`config.mk`:
```
export PLATFORM = sky130hd
export DESIGN_NAME = bus_slave_port
export DESIGN_NICKNAME = d
export VERILOG_FILES = /design/src/rtl/bus_slave_port.sv
export SDC_FILE = /design/constraint.sdc
export NUM_CORES = 1
export LEC_CHECK = 0
export CAP_MARGIN = 20
export CORE_UTILIZATION = 50
export CTS_BUF_LIST = sky130_fd_sc_hd__clkbuf_4
export DETAILED_ROUTE_END_ITERATION = 10
export GPL_TIMING_DRIVEN = 0
export PLACE_DENSITY = 0.73
export SLEW_MARGIN = 20
export SYNTH_ARGS = -nofsm -noshare
export SYNTH_HDL_FRONTEND = slang
export SYNTH_SLANG_ARGS = --single-unit
```
`constraint.sdc`:
```
create_clock -name CLK -period 2.2 [get_ports CLK]
set_input_delay 0.44 -clock CLK [delete_from_list [all_inputs] [get_ports CLK]]
set_output_delay 0.44 -clock CLK [all_outputs]
set_load 0.005 [all_outputs]
```
`src/rtl/bus_slave_port.sv`:
```
// Slave side of the serial bus. Decodes the LSB-first address frame, acknowledges
// frames whose upper ID bits match SLAVE_ID, strobes writes into the local memory
// and serializes local read data back onto the bus.
//
//   state    | meaning
//   IDLE     | no frame; waits for B_UTIL
//   ADDR     | shifting in address bits 1..ADDR_W-1
//   ACK_A    | two-cycle address acknowledge; read strobe / read data capture
//   WDATA    | shifting in DATA_W write-data bits
//   WSTB     | one-cycle local write strobe
//   ACK_W    | two-cycle write acknowledge
//   RSEND    | driving DATA_W read bits, LSB first
//   WAIT_END | frame done or not ours; waits for B_UTIL low
module bus_slave_port #(
   parameter int               ADDR_W   = 16,
   parameter int               DATA_W   = 8,
   parameter int               ID_W     = 4,
   parameter logic [ID_W-1:0]  SLAVE_ID = 4'h1,
   localparam int              MEM_AW   = ADDR_W - ID_W
) (
   input  logic              CLK,
   input  logic              RSTN,
   input  logic              B_UTIL,
   input  logic              B_RW,
   input  logic              B_BUS,
   output logic              B_BUS_OUT,
   output logic              B_BUS_OE,
   output logic              B_ACK,
   output logic [MEM_AW-1:0] S_ADDR,
   output logic [DATA_W-1:0] S_WDATA,
   output logic              S_WE,
   output logic              S_RE,
   input  logic [DATA_W-1:0] S_RDATA,
   output logic              S_BSY
);

   localparam int MAX_N = (ADDR_W > DATA_W) ? ADDR_W : DATA_W;
   localparam int CNT_W = $clog2(MAX_N);
   localparam logic [CNT_W-1:0] LAST_A = CNT_W'(ADDR_W - 1);
   localparam logic [CNT_W-1:0] LAST_D = CNT_W'(DATA_W - 1);

   typedef enum logic [2:0] {
      IDLE, ADDR, ACK_A, WDATA, WSTB, ACK_W, RSEND, WAIT_END
   } state_t;

   state_t              state_q;
   logic [CNT_W-1:0]    cnt_q;
   logic                rw_q;
   logic [ADDR_W-2:0]   addr_q;
   logic [DATA_W-2:0]   wsh_q;
   logic [DATA_W-2:0]   rsh_q;
   logic                ack_q;
   logic                oe_q;
   logic                out_q;
   logic                we_q;
   logic                re_q;
   logic [MEM_AW-1:0]   s_addr_q;
   logic [DATA_W-1:0]   s_wdata_q;

   // Complete words as they stand when their last bit is on the bus.
   logic [ADDR_W-1:0]   addr_d;
   logic [DATA_W-1:0]   wdata_d;

   assign addr_d  = {B_BUS, addr_q};
   assign wdata_d = {B_BUS, wsh_q};

   // Frame sequencer with all bus and local-memory outputs registered.
   always_ff @(posedge CLK or negedge RSTN) begin
      if (!RSTN) begin
         state_q   <= IDLE;
         cnt_q     <= '0;
         rw_q      <= 1'b0;
         addr_q    <= '0;
         wsh_q     <= '0;
         rsh_q     <= '0;
         ack_q     <= 1'b0;
         oe_q      <= 1'b0;
         out_q     <= 1'b0;
         we_q      <= 1'b0;
         re_q      <= 1'b0;
         s_addr_q  <= '0;
         s_wdata_q <= '0;
      end else begin
         we_q <= 1'b0;
         re_q <= 1'b0;
         case (state_q)
            IDLE: begin
               if (B_UTIL) begin
                  rw_q    <= B_RW;
                  addr_q  <= {B_BUS, addr_q[ADDR_W-2:1]};
                  cnt_q   <= CNT_W'(1);
                  state_q <= ADDR;
               end
            end
            ADDR: begin
               if (!B_UTIL) begin
                  cnt_q   <= '0;
                  state_q <= IDLE;
               end else if (cnt_q == LAST_A) begin
                  cnt_q <= '0;
                  if (addr_d[ADDR_W-1 -: ID_W] == SLAVE_ID) begin
                     s_addr_q <= addr_d[MEM_AW-1:0];
                     ack_q    <= 1'b1;
                     re_q     <= ~rw_q;
                     state_q  <= ACK_A;
                  end else begin
                     state_q <= WAIT_END;
                  end
               end else begin
                  addr_q <= {B_BUS, addr_q[ADDR_W-2:1]};
                  cnt_q  <= cnt_q + CNT_W'(1);
               end
            end
            ACK_A: begin
               if (!B_UTIL) begin
                  ack_q   <= 1'b0;
                  cnt_q   <= '0;
                  state_q <= IDLE;
               end else if (cnt_q == '0) begin
                  cnt_q <= CNT_W'(1);
               end else begin
                  ack_q <= 1'b0;
                  cnt_q <= '0;
                  if (rw_q) begin
                     state_q <= WDATA;
                  end else begin
                     // Memory answers one clock after S_RE, i.e. now.
                     rsh_q   <= S_RDATA[DATA_W-1:1];
                     out_q   <= S_RDATA[0];
                     oe_q    <= 1'b1;
                     state_q <= RSEND;
                  end
               end
            end
            WDATA: begin
               if (!B_UTIL) begin
                  cnt_q   <= '0;
                  state_q <= IDLE;
               end else if (cnt_q == LAST_D) begin
                  s_wdata_q <= wdata_d;
                  we_q      <= 1'b1;
                  cnt_q     <= '0;
                  state_q   <= WSTB;
               end else begin
                  wsh_q <= {B_BUS, wsh_q[DATA_W-2:1]};
                  cnt_q <= cnt_q + CNT_W'(1);
               end
            end
            WSTB: begin
               // The strobe has already gone out, so an abort here keeps the write.
               ack_q   <= B_UTIL;
               state_q <= B_UTIL ? ACK_W : IDLE;
            end
            ACK_W: begin
               if (!B_UTIL) begin
                  ack_q   <= 1'b0;
                  cnt_q   <= '0;
                  state_q <= IDLE;
               end else if (cnt_q == '0) begin
                  cnt_q <= CNT_W'(1);
               end else begin
                  ack_q   <= 1'b0;
                  cnt_q   <= '0;
                  state_q <= WAIT_END;
               end
            end
            RSEND: begin
               if (!B_UTIL || cnt_q == LAST_D) begin
                  oe_q    <= 1'b0;
                  out_q   <= 1'b0;
                  cnt_q   <= '0;
                  state_q <= B_UTIL ? WAIT_END : IDLE;
               end else begin
                  out_q <= rsh_q[0];
                  rsh_q <= {1'b0, rsh_q[DATA_W-2:1]};
                  cnt_q <= cnt_q + CNT_W'(1);
               end
            end
            WAIT_END: begin
               if (!B_UTIL) state_q <= IDLE;
            end
            default: begin
               state_q <= IDLE;
            end
         endcase
      end
   end

   assign B_ACK     = ack_q;
   assign B_BUS_OE  = oe_q;
   assign B_BUS_OUT = out_q;
   assign S_WE      = we_q;
   assign S_RE      = re_q;
   assign S_ADDR    = s_addr_q;
   assign S_WDATA   = s_wdata_q;
   assign S_BSY     = (state_q != IDLE);

endmodule
```
# Word-level counts from Yosys, hierarchy flattened

Cells that the tools add are included.

Register bits after elaboration: 62
Input port bits: 13
Logic and storage cells: 120

Add/sub/neg operators: 1
Equal/unequal tests: 26
Muxes and demuxes: 57
Bitwise gates (word level): 2
Reductions and logical operators: 21

Operators with widths:

| operator                                                        | number |
|---|---|
| 15-bit 2-to-1 mux                                               | 3 |
| 3-bit 2-to-1 mux                                                | 15 |
| 15-bit case mux with 2 select lines                             | 1 |
| 4-bit 2-to-1 mux                                                | 7 |
| 7-bit 2-to-1 mux                                                | 4 |
| 3-bit case mux with 8 select lines                              | 1 |
| 2-bit != test, second input constant                            | 11 |
| 1-bit 2-to-1 mux                                                | 21 |
| 4-bit case mux with 5 select lines                              | 1 |
| 3-bit != test, second input constant                            | 5 |
| 5-bit AND reduction                                             | 3 |
| 7-bit case mux with 2 select lines                              | 1 |
| 3-bit == test, second input constant                            | 4 |
| 4-bit AND reduction                                             | 3 |
| 7-bit AND reduction                                             | 1 |
| 3-bit by 2-bit == test with 1-bit output, second input constant | 2 |
| 3-bit AND reduction                                             | 2 |
| 3-bit nonzero test                                              | 2 |
| 5-bit nonzero test                                              | 1 |
| 4-bit by 1-bit adder with 4-bit output, second input constant   | 1 |
| 4-bit by 1-bit == test with 1-bit output, second input constant | 1 |
| 4-bit by 3-bit == test with 1-bit output, second input constant | 1 |
| 4-bit == test, second input constant                            | 1 |
| 4-bit zero test                                                 | 1 |
| 10 further kinds                                                | 14 |

# Depth between registers and ports, before layout

Gate-level depths: netlist of run 1.

Depth after elaboration: 5
Depth in mapped cells: 8

# Worst setup path before layout of run 1

OpenSTA, ideal clock, no wires.

Path type: input-to-reg
From: in B_BUS
To: reg s_addr_q[1], in the netlist S_ADDR[1]
Setup time: 125 ps
Data arrival time: 1720 ps
Setup slack: 356 ps
Cell stages on the path: 4
Buffers on the path: 1
Cell sequence: or4b_4 nor4_4 buf_6 mux2_2

Word-level cells in the longest chain between the ends: 2

RTL lines:

| item                                     | line | source |
|---|---|---|
| from (decl)                              | 25   | `input logic B_BUS,` |
| 4-bit by 1-bit == test with 1-bit output | 101  | `if (addr_d[ADDR_W-1 -: ID_W] == SLAVE_ID) begin` |
| 4-bit AND reduction (no source line)     | n/a  |  |
| to (signal assigned)                     | 102  | `s_addr_q <= addr_d[MEM_AW-1:0];` |
| to (decl)                                | 57   | `logic [MEM_AW-1:0] s_addr_q;` |

Every way passes these cells.
A chain may end at the register's enable or synchronous reset.

# Final worst setup path of run 1

From: reg state_q[0]
To: out S_BSY

Word-level cells in the longest chain between the ends: 1

RTL lines:

| item                   | line | source |
|---|---|---|
| from (decl)            | 46   | `state_t state_q;` |
| from (signal assigned) | 152  | `state_q <= B_UTIL ? ACK_W : IDLE;` |
| from (signal assigned) | 172  | `state_q <= B_UTIL ? WAIT_END : IDLE;` |
| 3-bit nonzero test     | 196  | `assign S_BSY = (state_q != IDLE);` |
| to (decl)              | 34   | `output logic S_BSY` |

Every way passes these cells.

==> impl_metrics.xml, run 1 <==
<?xml version="1.0" encoding="UTF-8"?>
<metrics>
  <group name="status">
    <metric name="run_status" unit="">completed</metric>
  </group>
  <group name="clock_tree">
    <metric name="insertion_delay" unit="ps">390</metric>
    <metric name="clockBufferDepth" unit="">2</metric>
    <metric name="cts_inserted_buffers" unit="">9</metric>
    <metric name="clkTransAtPathRegs" unit="ps">110</metric>
    <metric name="htree_levels" unit="">3</metric>
    <metric name="cts_tree" unit="">done</metric>
    <metric name="clock-sinks" unit="">62</metric>
    <metric name="clk_root_buffer_cell" unit="">clkbuf_4</metric>
  </group>
  <group name="die">
    <metric name="core_area" unit="um2">5510</metric>
    <metric name="die_height" unit="um">77.6</metric>
    <metric name="start_util" unit="%">51.9</metric>
    <metric name="die_area" unit="um2">6030</metric>
    <metric name="pin_count" unit="">39</metric>
    <metric name="rows" unit="">27</metric>
    <metric name="die_w" unit="um">77.6</metric>
  </group>
  <group name="drt">
    <metric name="drt_pass1_iterations" unit="">4</metric>
    <metric name="route.detailed.vias_per_inst" unit="">5.45</metric>
    <metric name="routedWlPerCell" unit="um">14.5</metric>
    <metric name="first_iter_violations" unit="">129</metric>
    <metric name="detail-route-antenna-nets" unit="">0</metric>
    <metric name="detail_route.wirelength" unit="um">5310</metric>
    <metric name="drt_drc_violations_left" unit="">0</metric>
    <metric name="num_vias" unit="">1989</metric>
  </group>
  <group name="setup_path">
    <metric name="worst-r2r-cell-count" unit="">5</metric>
    <metric name="endpoint_of_the_worst_slack_reg_to_reg_timing_path" unit="">addr_q[4]</metric>
    <metric name="regToRegSetupSlack" unit="ps">190</metric>
    <metric name="reg2reg_from" unit="">cnt_q[0]</metric>
    <metric name="timing.critical_path.from_type" unit="">flop</metric>
    <metric name="end_kind" unit="">primary output</metric>
    <metric name="timing.critical_path.fanout_max" unit="">10</metric>
    <metric name="arrival" unit="ps">1660</metric>
    <metric name="cp_data_required_time" unit="ps">1760</metric>
    <metric name="criticalPathCategory" unit="">flop to primary output</metric>
  </group>
  <group name="place">
    <metric name="routabilityCongestion" unit="">0.846</metric>
    <metric name="pre_cts_slack" unit="ps">-301</metric>
    <metric name="port-buffer-count" unit="">37</metric>
    <metric name="detailed_place_hpwl" unit="um">3590</metric>
  </group>
  <group name="sta">
    <metric name="worst_hold_slack" unit="ps">452</metric>
    <metric name="max_slew.worst_pin.slew" unit="ps">591</metric>
    <metric name="layout_worst_path_cycle_share" unit="%">95.3</metric>
    <metric name="endpoints_failing_setup" unit="">0</metric>
    <metric name="finalSetupTns" unit="ps">0</metric>
    <metric name="clock.fmax" unit="MHz">477</metric>
    <metric name="period_needed" unit="ps">2100</metric>
    <metric name="timing.final.hold_violations" unit="">0</metric>
    <metric name="final_critical_path_setup_slack" unit="ps">103</metric>
    <metric name="maxSlewHeadroom" unit="%">60.3</metric>
    <metric name="clock-skew-final" unit="ps">10.9</metric>
    <metric name="timing_max_transition_violations_final" unit="">0</metric>
  </group>
  <group name="finish">
    <metric name="mostFrequentLayoutCells" unit="">dfrtp_1, mux2_2, clkdlybuf4s50_1, nand2_1, o21ai_0</metric>
    <metric name="area_growth_syn_to_layout" unit="%">24.3</metric>
    <metric name="insertedDiodeCount" unit="">0</metric>
    <metric name="fin_util" unit="%">64.6</metric>
    <metric name="finalNetCount" unit="">303</metric>
    <metric name="most_common_library_cell_in_the_layout_ignoring_fill_and_taps" unit="">dfrtp_1</metric>
    <metric name="post_route_cells_drive_above_1_share" unit="%">29.0</metric>
  </group>
  <group name="synth">
    <metric name="syn_avg_cell_area" unit="um2">12.2</metric>
    <metric name="post_synth_num_cell_types" unit="">47</metric>
    <metric name="yosysWarnings" unit="">0</metric>
    <metric name="synthesis.nets" unit="">250</metric>
    <metric name="ys.flop_type" unit="">dfrtp_1</metric>
    <metric name="syn-instance-count" unit="">235</metric>
    <metric name="yosysSeqAreaShare" unit="%">54.2</metric>
    <metric name="postSynth.asyncResetShare" unit="%">100</metric>
    <metric name="number_of_enable_flip_flop_cells_after_synthesis" unit="">0</metric>
    <metric name="yosys_register_bits" unit="">62</metric>
    <metric name="syn-cell-area" unit="um2">2860</metric>
  </group>
  <group name="job">
    <metric name="maxcap_viol_count" unit="">0</metric>
  </group>
  <group name="power">
    <metric name="p_leak" unit="nW">1.63</metric>
    <metric name="vdd_drop_max" unit="mV">0.633</metric>
    <metric name="power_per_cell_area" unit="nW/um2">1090</metric>
    <metric name="p_total" unit="mW">3.89</metric>
  </group>
  <group name="grt">
    <metric name="grt_first_pass_wirelength" unit="um">9430</metric>
    <metric name="grt_antenna_before_repair" unit="">0</metric>
    <metric name="track_usage" unit="%">20.3</metric>
    <metric name="grt.overflow.total" unit="">0</metric>
    <metric name="via_count_of_the_first_global_routing_pass" unit="">1907</metric>
    <metric name="grt_max_degree" unit="">46</metric>
  </group>
  <group name="hold_path">
    <metric name="timing.hold.worst.class" unit="">input port to asynchronous set/reset pin</metric>
  </group>
</metrics>
final cells by class:
type                    instances  area (um2)
plain buffers                  13        72.6
clock buffers                  10        75.1
clock inverters                 6        86.3
fillers                       437        1950
inverters                       7        26.3
multi-input cells             153        1230
flip-flops and latches         62        1550
well taps                      72        90.1
repair buffers                 42         427
worst max path at each step:
stage | startpoint | endpoint | slack, ps | depth (start not counted)
2_1_floorplan | B_BUS | S_ADDR[1] | 360 | 4
3_3_place_gp | RSTN | state_q[2] | -1280 | 1
3_5_place_dp | B_BUS | S_ADDR[4] | -300 | 5
4_1_cts | state_q[0] | S_BSY | 90 | 3
5_1_grt | cnt_q[0] | rsh_q[6] | -8 | 7
6_report | state_q[0] | S_BSY | 100 | 3
worst max-delay path: stages, from the launching register on:
cell and delay (ps):
dfrtp_2 430, buf_4 170, or3_4 400, dlygate4sd2_1 270
through the flow:
stage,instance area (um2),std cells
6_report,3560,365
5_1_grt,3560,365
4_1_cts,3530,363
3_5_place_dp,3350,345
3_3_place_gp,3320,344
2_1_floorplan,2860,235
logic make-up after synthesis:
kind of cell | Yosys count | synth area share [%]
flops | 62 | 54.2
simple gates | 57 | 11.5
mux | 50 | 19.4
compound gates | 41 | 9.62
buf+inv | 20 | 3.46
xor+xnor | 3 | 0.919
fa+ha+maj | 2 | 0.875
cells in the mapped netlist, drive strengths merged (2+ instances only):
master	n	area, um2
a311oi	2	17.5
mux2i	7	70.1
a22o	2	17.5
or3	2	12.5
o21ai	13	65.1
xor2	2	17.5
ha	2	25.0
nand2	18	67.6
nand3	3	15.0
nand4	2	12.5
nor3b	2	25.0
clkbuf	3	11.3
nor4	2	27.5
nand2b	2	12.5
a21oi	9	45.0
inv	6	22.5
mux2	43	484
o211ai	2	20.0
dfrtp	62	1550
buf	10	61.3
nor2b	5	31.3
a2111oi	2	17.5
and2	3	20.0
nor3	8	51.3
nor2	7	26.3
power by group:
part           total (mW)  switching (mW)  internal (mW)
Clock               0.886           0.414          0.472
Combinational        1.36           0.699          0.658
Sequential           1.64           0.197           1.45
Total                3.89            1.31           2.58
flip-flops by register name, summed over array words and instances (netlist names):
signal,flops
S_WDATA,8
rw_q,1
B_BUS_OUT,1
addr_q,15
wsh_q,7
state_q,3
rsh_q,7
S_WE,1
S_RE,1
B_BUS_OE,1
B_ACK,1
S_ADDR,12
cnt_q,4
metal layers:
layer / global-route usage [%] / wire, um
met5: 0 / 0
met1: 29.1 / 2520
met3: 6.24 / 275
met4: 7.36 / 53
met2: 29.0 / 2450
repair_timing:
item | 4_1_cts | 5_1_grt
gates cloned | 0 | 0
setup endpoints to repair | 1 | 21
gates resized for setup | 3 | 2
setup buffers | 1 | 2
hold buffers | 1 | 0
endpoints found under the hold margin | 17 | 0
pin swaps | 0 | 2
Note: power is estimated with default switching activity, not from simulation.
==> inputs of run 2 (changes only) <==
--- a/config.mk
+++ b/config.mk
@@ -6,11 +6,11 @@
 export NUM_CORES = 1
 export LEC_CHECK = 0
 export CAP_MARGIN = 20
-export CORE_UTILIZATION = 50
+export CORE_UTILIZATION = 30
 export CTS_BUF_LIST = sky130_fd_sc_hd__clkbuf_4
 export DETAILED_ROUTE_END_ITERATION = 10
 export GPL_TIMING_DRIVEN = 0
-export PLACE_DENSITY = 0.73
+export PLACE_DENSITY = 0.48
 export SLEW_MARGIN = 20
 export SYNTH_ARGS = -nofsm -noshare
 export SYNTH_HDL_FRONTEND = slang
==> run 2 against run 1 <==
Critical path depth increased by 2. Count of clock-buffer cells in the layout decreased by 1. Global-route usage decreased by 7.5 points. Die area increased by 65%. Final area increased by 0.84%. Critical path type is now input port to flop. Via count decreased by 0.80%. Largest cell class unchanged. Combinational power decreased by 3%.
==> impl_metrics.xml, run 2 (synthesized netlist as in run 1, its figures left out) <==
<?xml version="1.0" encoding="UTF-8"?>
<metrics>
  <group name="drt">
    <metric name="drt_pass1_iterations" unit="">4</metric>
    <metric name="first_iter_violations" unit="">102</metric>
    <metric name="route.detailed.vias_per_inst" unit="">4.65</metric>
    <metric name="num_vias" unit="">1973</metric>
    <metric name="detail-route-antenna-nets" unit="">0</metric>
    <metric name="detail_route.wirelength" unit="um">5840</metric>
    <metric name="drt_drc_violations_left" unit="">0</metric>
    <metric name="routedWlPerCell" unit="um">13.8</metric>
  </group>
  <group name="setup_path">
    <metric name="cp_data_required_time" unit="ps">2480</metric>
    <metric name="criticalPathCategory" unit="">input port to flop</metric>
    <metric name="timing.critical_path.from_type" unit="">input port</metric>
    <metric name="arrival" unit="ps">2400</metric>
    <metric name="regToRegSetupSlack" unit="ps">160</metric>
    <metric name="reg2reg_from" unit="">cnt_q[1]</metric>
    <metric name="endpoint_of_the_worst_slack_reg_to_reg_timing_path" unit="">addr_q[14]</metric>
    <metric name="worst-r2r-cell-count" unit="">5</metric>
    <metric name="end_kind" unit="">flop</metric>
    <metric name="timing.critical_path.fanout_max" unit="">10</metric>
  </group>
  <group name="clock_tree">
    <metric name="clockBufferDepth" unit="">2</metric>
    <metric name="insertion_delay" unit="ps">400</metric>
    <metric name="clock-sinks" unit="">62</metric>
    <metric name="clk_root_buffer_cell" unit="">clkbuf_4</metric>
    <metric name="clkTransAtPathRegs" unit="ps">110</metric>
    <metric name="htree_levels" unit="">3</metric>
    <metric name="cts_tree" unit="">done</metric>
    <metric name="cts_inserted_buffers" unit="">9</metric>
  </group>
  <group name="grt">
    <metric name="via_count_of_the_first_global_routing_pass" unit="">1912</metric>
    <metric name="grt_max_degree" unit="">48</metric>
    <metric name="grt.overflow.total" unit="">0</metric>
    <metric name="grt_first_pass_wirelength" unit="um">9820</metric>
    <metric name="track_usage" unit="%">12.8</metric>
    <metric name="grt_antenna_before_repair" unit="">0</metric>
  </group>
  <group name="sta">
    <metric name="timing.final.hold_violations" unit="">0</metric>
    <metric name="finalSetupTns" unit="ps">0</metric>
    <metric name="period_needed" unit="ps">2120</metric>
    <metric name="clock-skew-final" unit="ps">15.8</metric>
    <metric name="clock.fmax" unit="MHz">472</metric>
    <metric name="layout_worst_path_cycle_share" unit="%">96.2</metric>
    <metric name="worst_hold_slack" unit="ps">436</metric>
    <metric name="max_slew.worst_pin.slew" unit="ps">639</metric>
    <metric name="timing_max_transition_violations_final" unit="">0</metric>
    <metric name="maxSlewHeadroom" unit="%">57.1</metric>
    <metric name="endpoints_failing_setup" unit="">0</metric>
    <metric name="final_critical_path_setup_slack" unit="ps">83.4</metric>
  </group>
  <group name="die">
    <metric name="start_util" unit="%">31.0</metric>
    <metric name="die_height" unit="um">99.6</metric>
    <metric name="core_area" unit="um2">9240</metric>
    <metric name="pin_count" unit="">39</metric>
    <metric name="die_area" unit="um2">9930</metric>
    <metric name="rows" unit="">35</metric>
    <metric name="die_w" unit="um">99.6</metric>
  </group>
  <group name="finish">
    <metric name="max_reg_flops" unit="">15</metric>
    <metric name="finalNetCount" unit="">305</metric>
    <metric name="mostFrequentLayoutCells" unit="">dfrtp_1, mux2_2, clkdlybuf4s50_1, nand2_1, o21ai_0</metric>
    <metric name="fin_util" unit="%">38.8</metric>
    <metric name="largest_register" unit="">addr_q</metric>
    <metric name="post_route_cells_drive_above_1_share" unit="%">28.8</metric>
    <metric name="insertedDiodeCount" unit="">0</metric>
    <metric name="area_growth_syn_to_layout" unit="%">25.4</metric>
    <metric name="most_common_library_cell_in_the_layout_ignoring_fill_and_taps" unit="">dfrtp_1</metric>
  </group>
  <group name="status">
    <metric name="run_status" unit="">completed</metric>
  </group>
  <group name="power">
    <metric name="power_per_cell_area" unit="nW/um2">1020</metric>
    <metric name="p_leak" unit="nW">1.62</metric>
    <metric name="vdd_drop_max" unit="mV">0.410</metric>
  </group>
  <group name="place">
    <metric name="detailed_place_hpwl" unit="um">3920</metric>
    <metric name="routabilityCongestion" unit="">0.800</metric>
    <metric name="pre_cts_slack" unit="ps">-317</metric>
    <metric name="port-buffer-count" unit="">37</metric>
  </group>
  <group name="job">
    <metric name="maxcap_viol_count" unit="">0</metric>
  </group>
  <group name="hold_path">
    <metric name="timing.hold.worst.class" unit="">input port to asynchronous set/reset pin</metric>
  </group>
</metrics>
==> run 2: worst max-delay path by stage <==
| stage | slack [ps] | endpoint | cells after the start | start |
|---|---|---|---|---|
| 2_1_floorplan | 360 | S_ADDR[1] | 4 | B_BUS |
| 3_3_place_gp | -1460 | cnt_q[2] | 1 | RSTN |
| 3_5_place_dp | -320 | S_ADDR[9] | 5 | B_BUS |
| 4_1_cts | 8 | addr_q[14] | 5 | cnt_q[0] |
| 5_1_grt | -2 | addr_q[14] | 5 | cnt_q[1] |
| 6_report | 80 | S_ADDR[8] | 5 | B_BUS |
==> run 2: final cells by class <==
cell class              instances  area [um2]
clock inverters                 7        48.8
plain buffers                  13        72.6
multi-input cells             153        1210
well taps                     129         161
inverters                       7        26.3
clock buffers                   9        67.6
fillers                       922        5650
repair buffers                 44         442
flip-flops and latches         62        1550
==> run 2: critical path, cell delays in order <==
cell and delay (ps):
clkdlybuf4s50_1 480, or4b_4 590, nor4_4 330, buf_6 210, mux2_2 340
==> run 2: repair_timing <==
action,CTS,global route
setup buffers,1,4
hold buffers,1,0
endpoints found under the hold margin,15,0
pin swaps,0,3
resized for setup,2,1
endpoints found under the setup margin,1,29
==> run 2: stage by stage <==
step	area [um2]	power [mW]	cells
floorplan	2860	2.59	235
global placement	3390	2.96	401
detailed placement	3420	2.99	402
CTS	3550	3.70	420
global route	3590	3.95	424
finish	3590	3.64	424
==> run 2: metal layers <==
layer	part of all wire, %	global-route usage, %
met5	0	0
met4	1.8	5.43
met3	4.4	3.51
met2	46	19.1
met1	47	17.5
==> run 2: power breakdown <==
part           switching, mW  total [mW]  internal [mW]
clock                  0.445       0.681          0.236
combinational          0.691        1.32          0.633
sequential             0.195        1.64           1.44
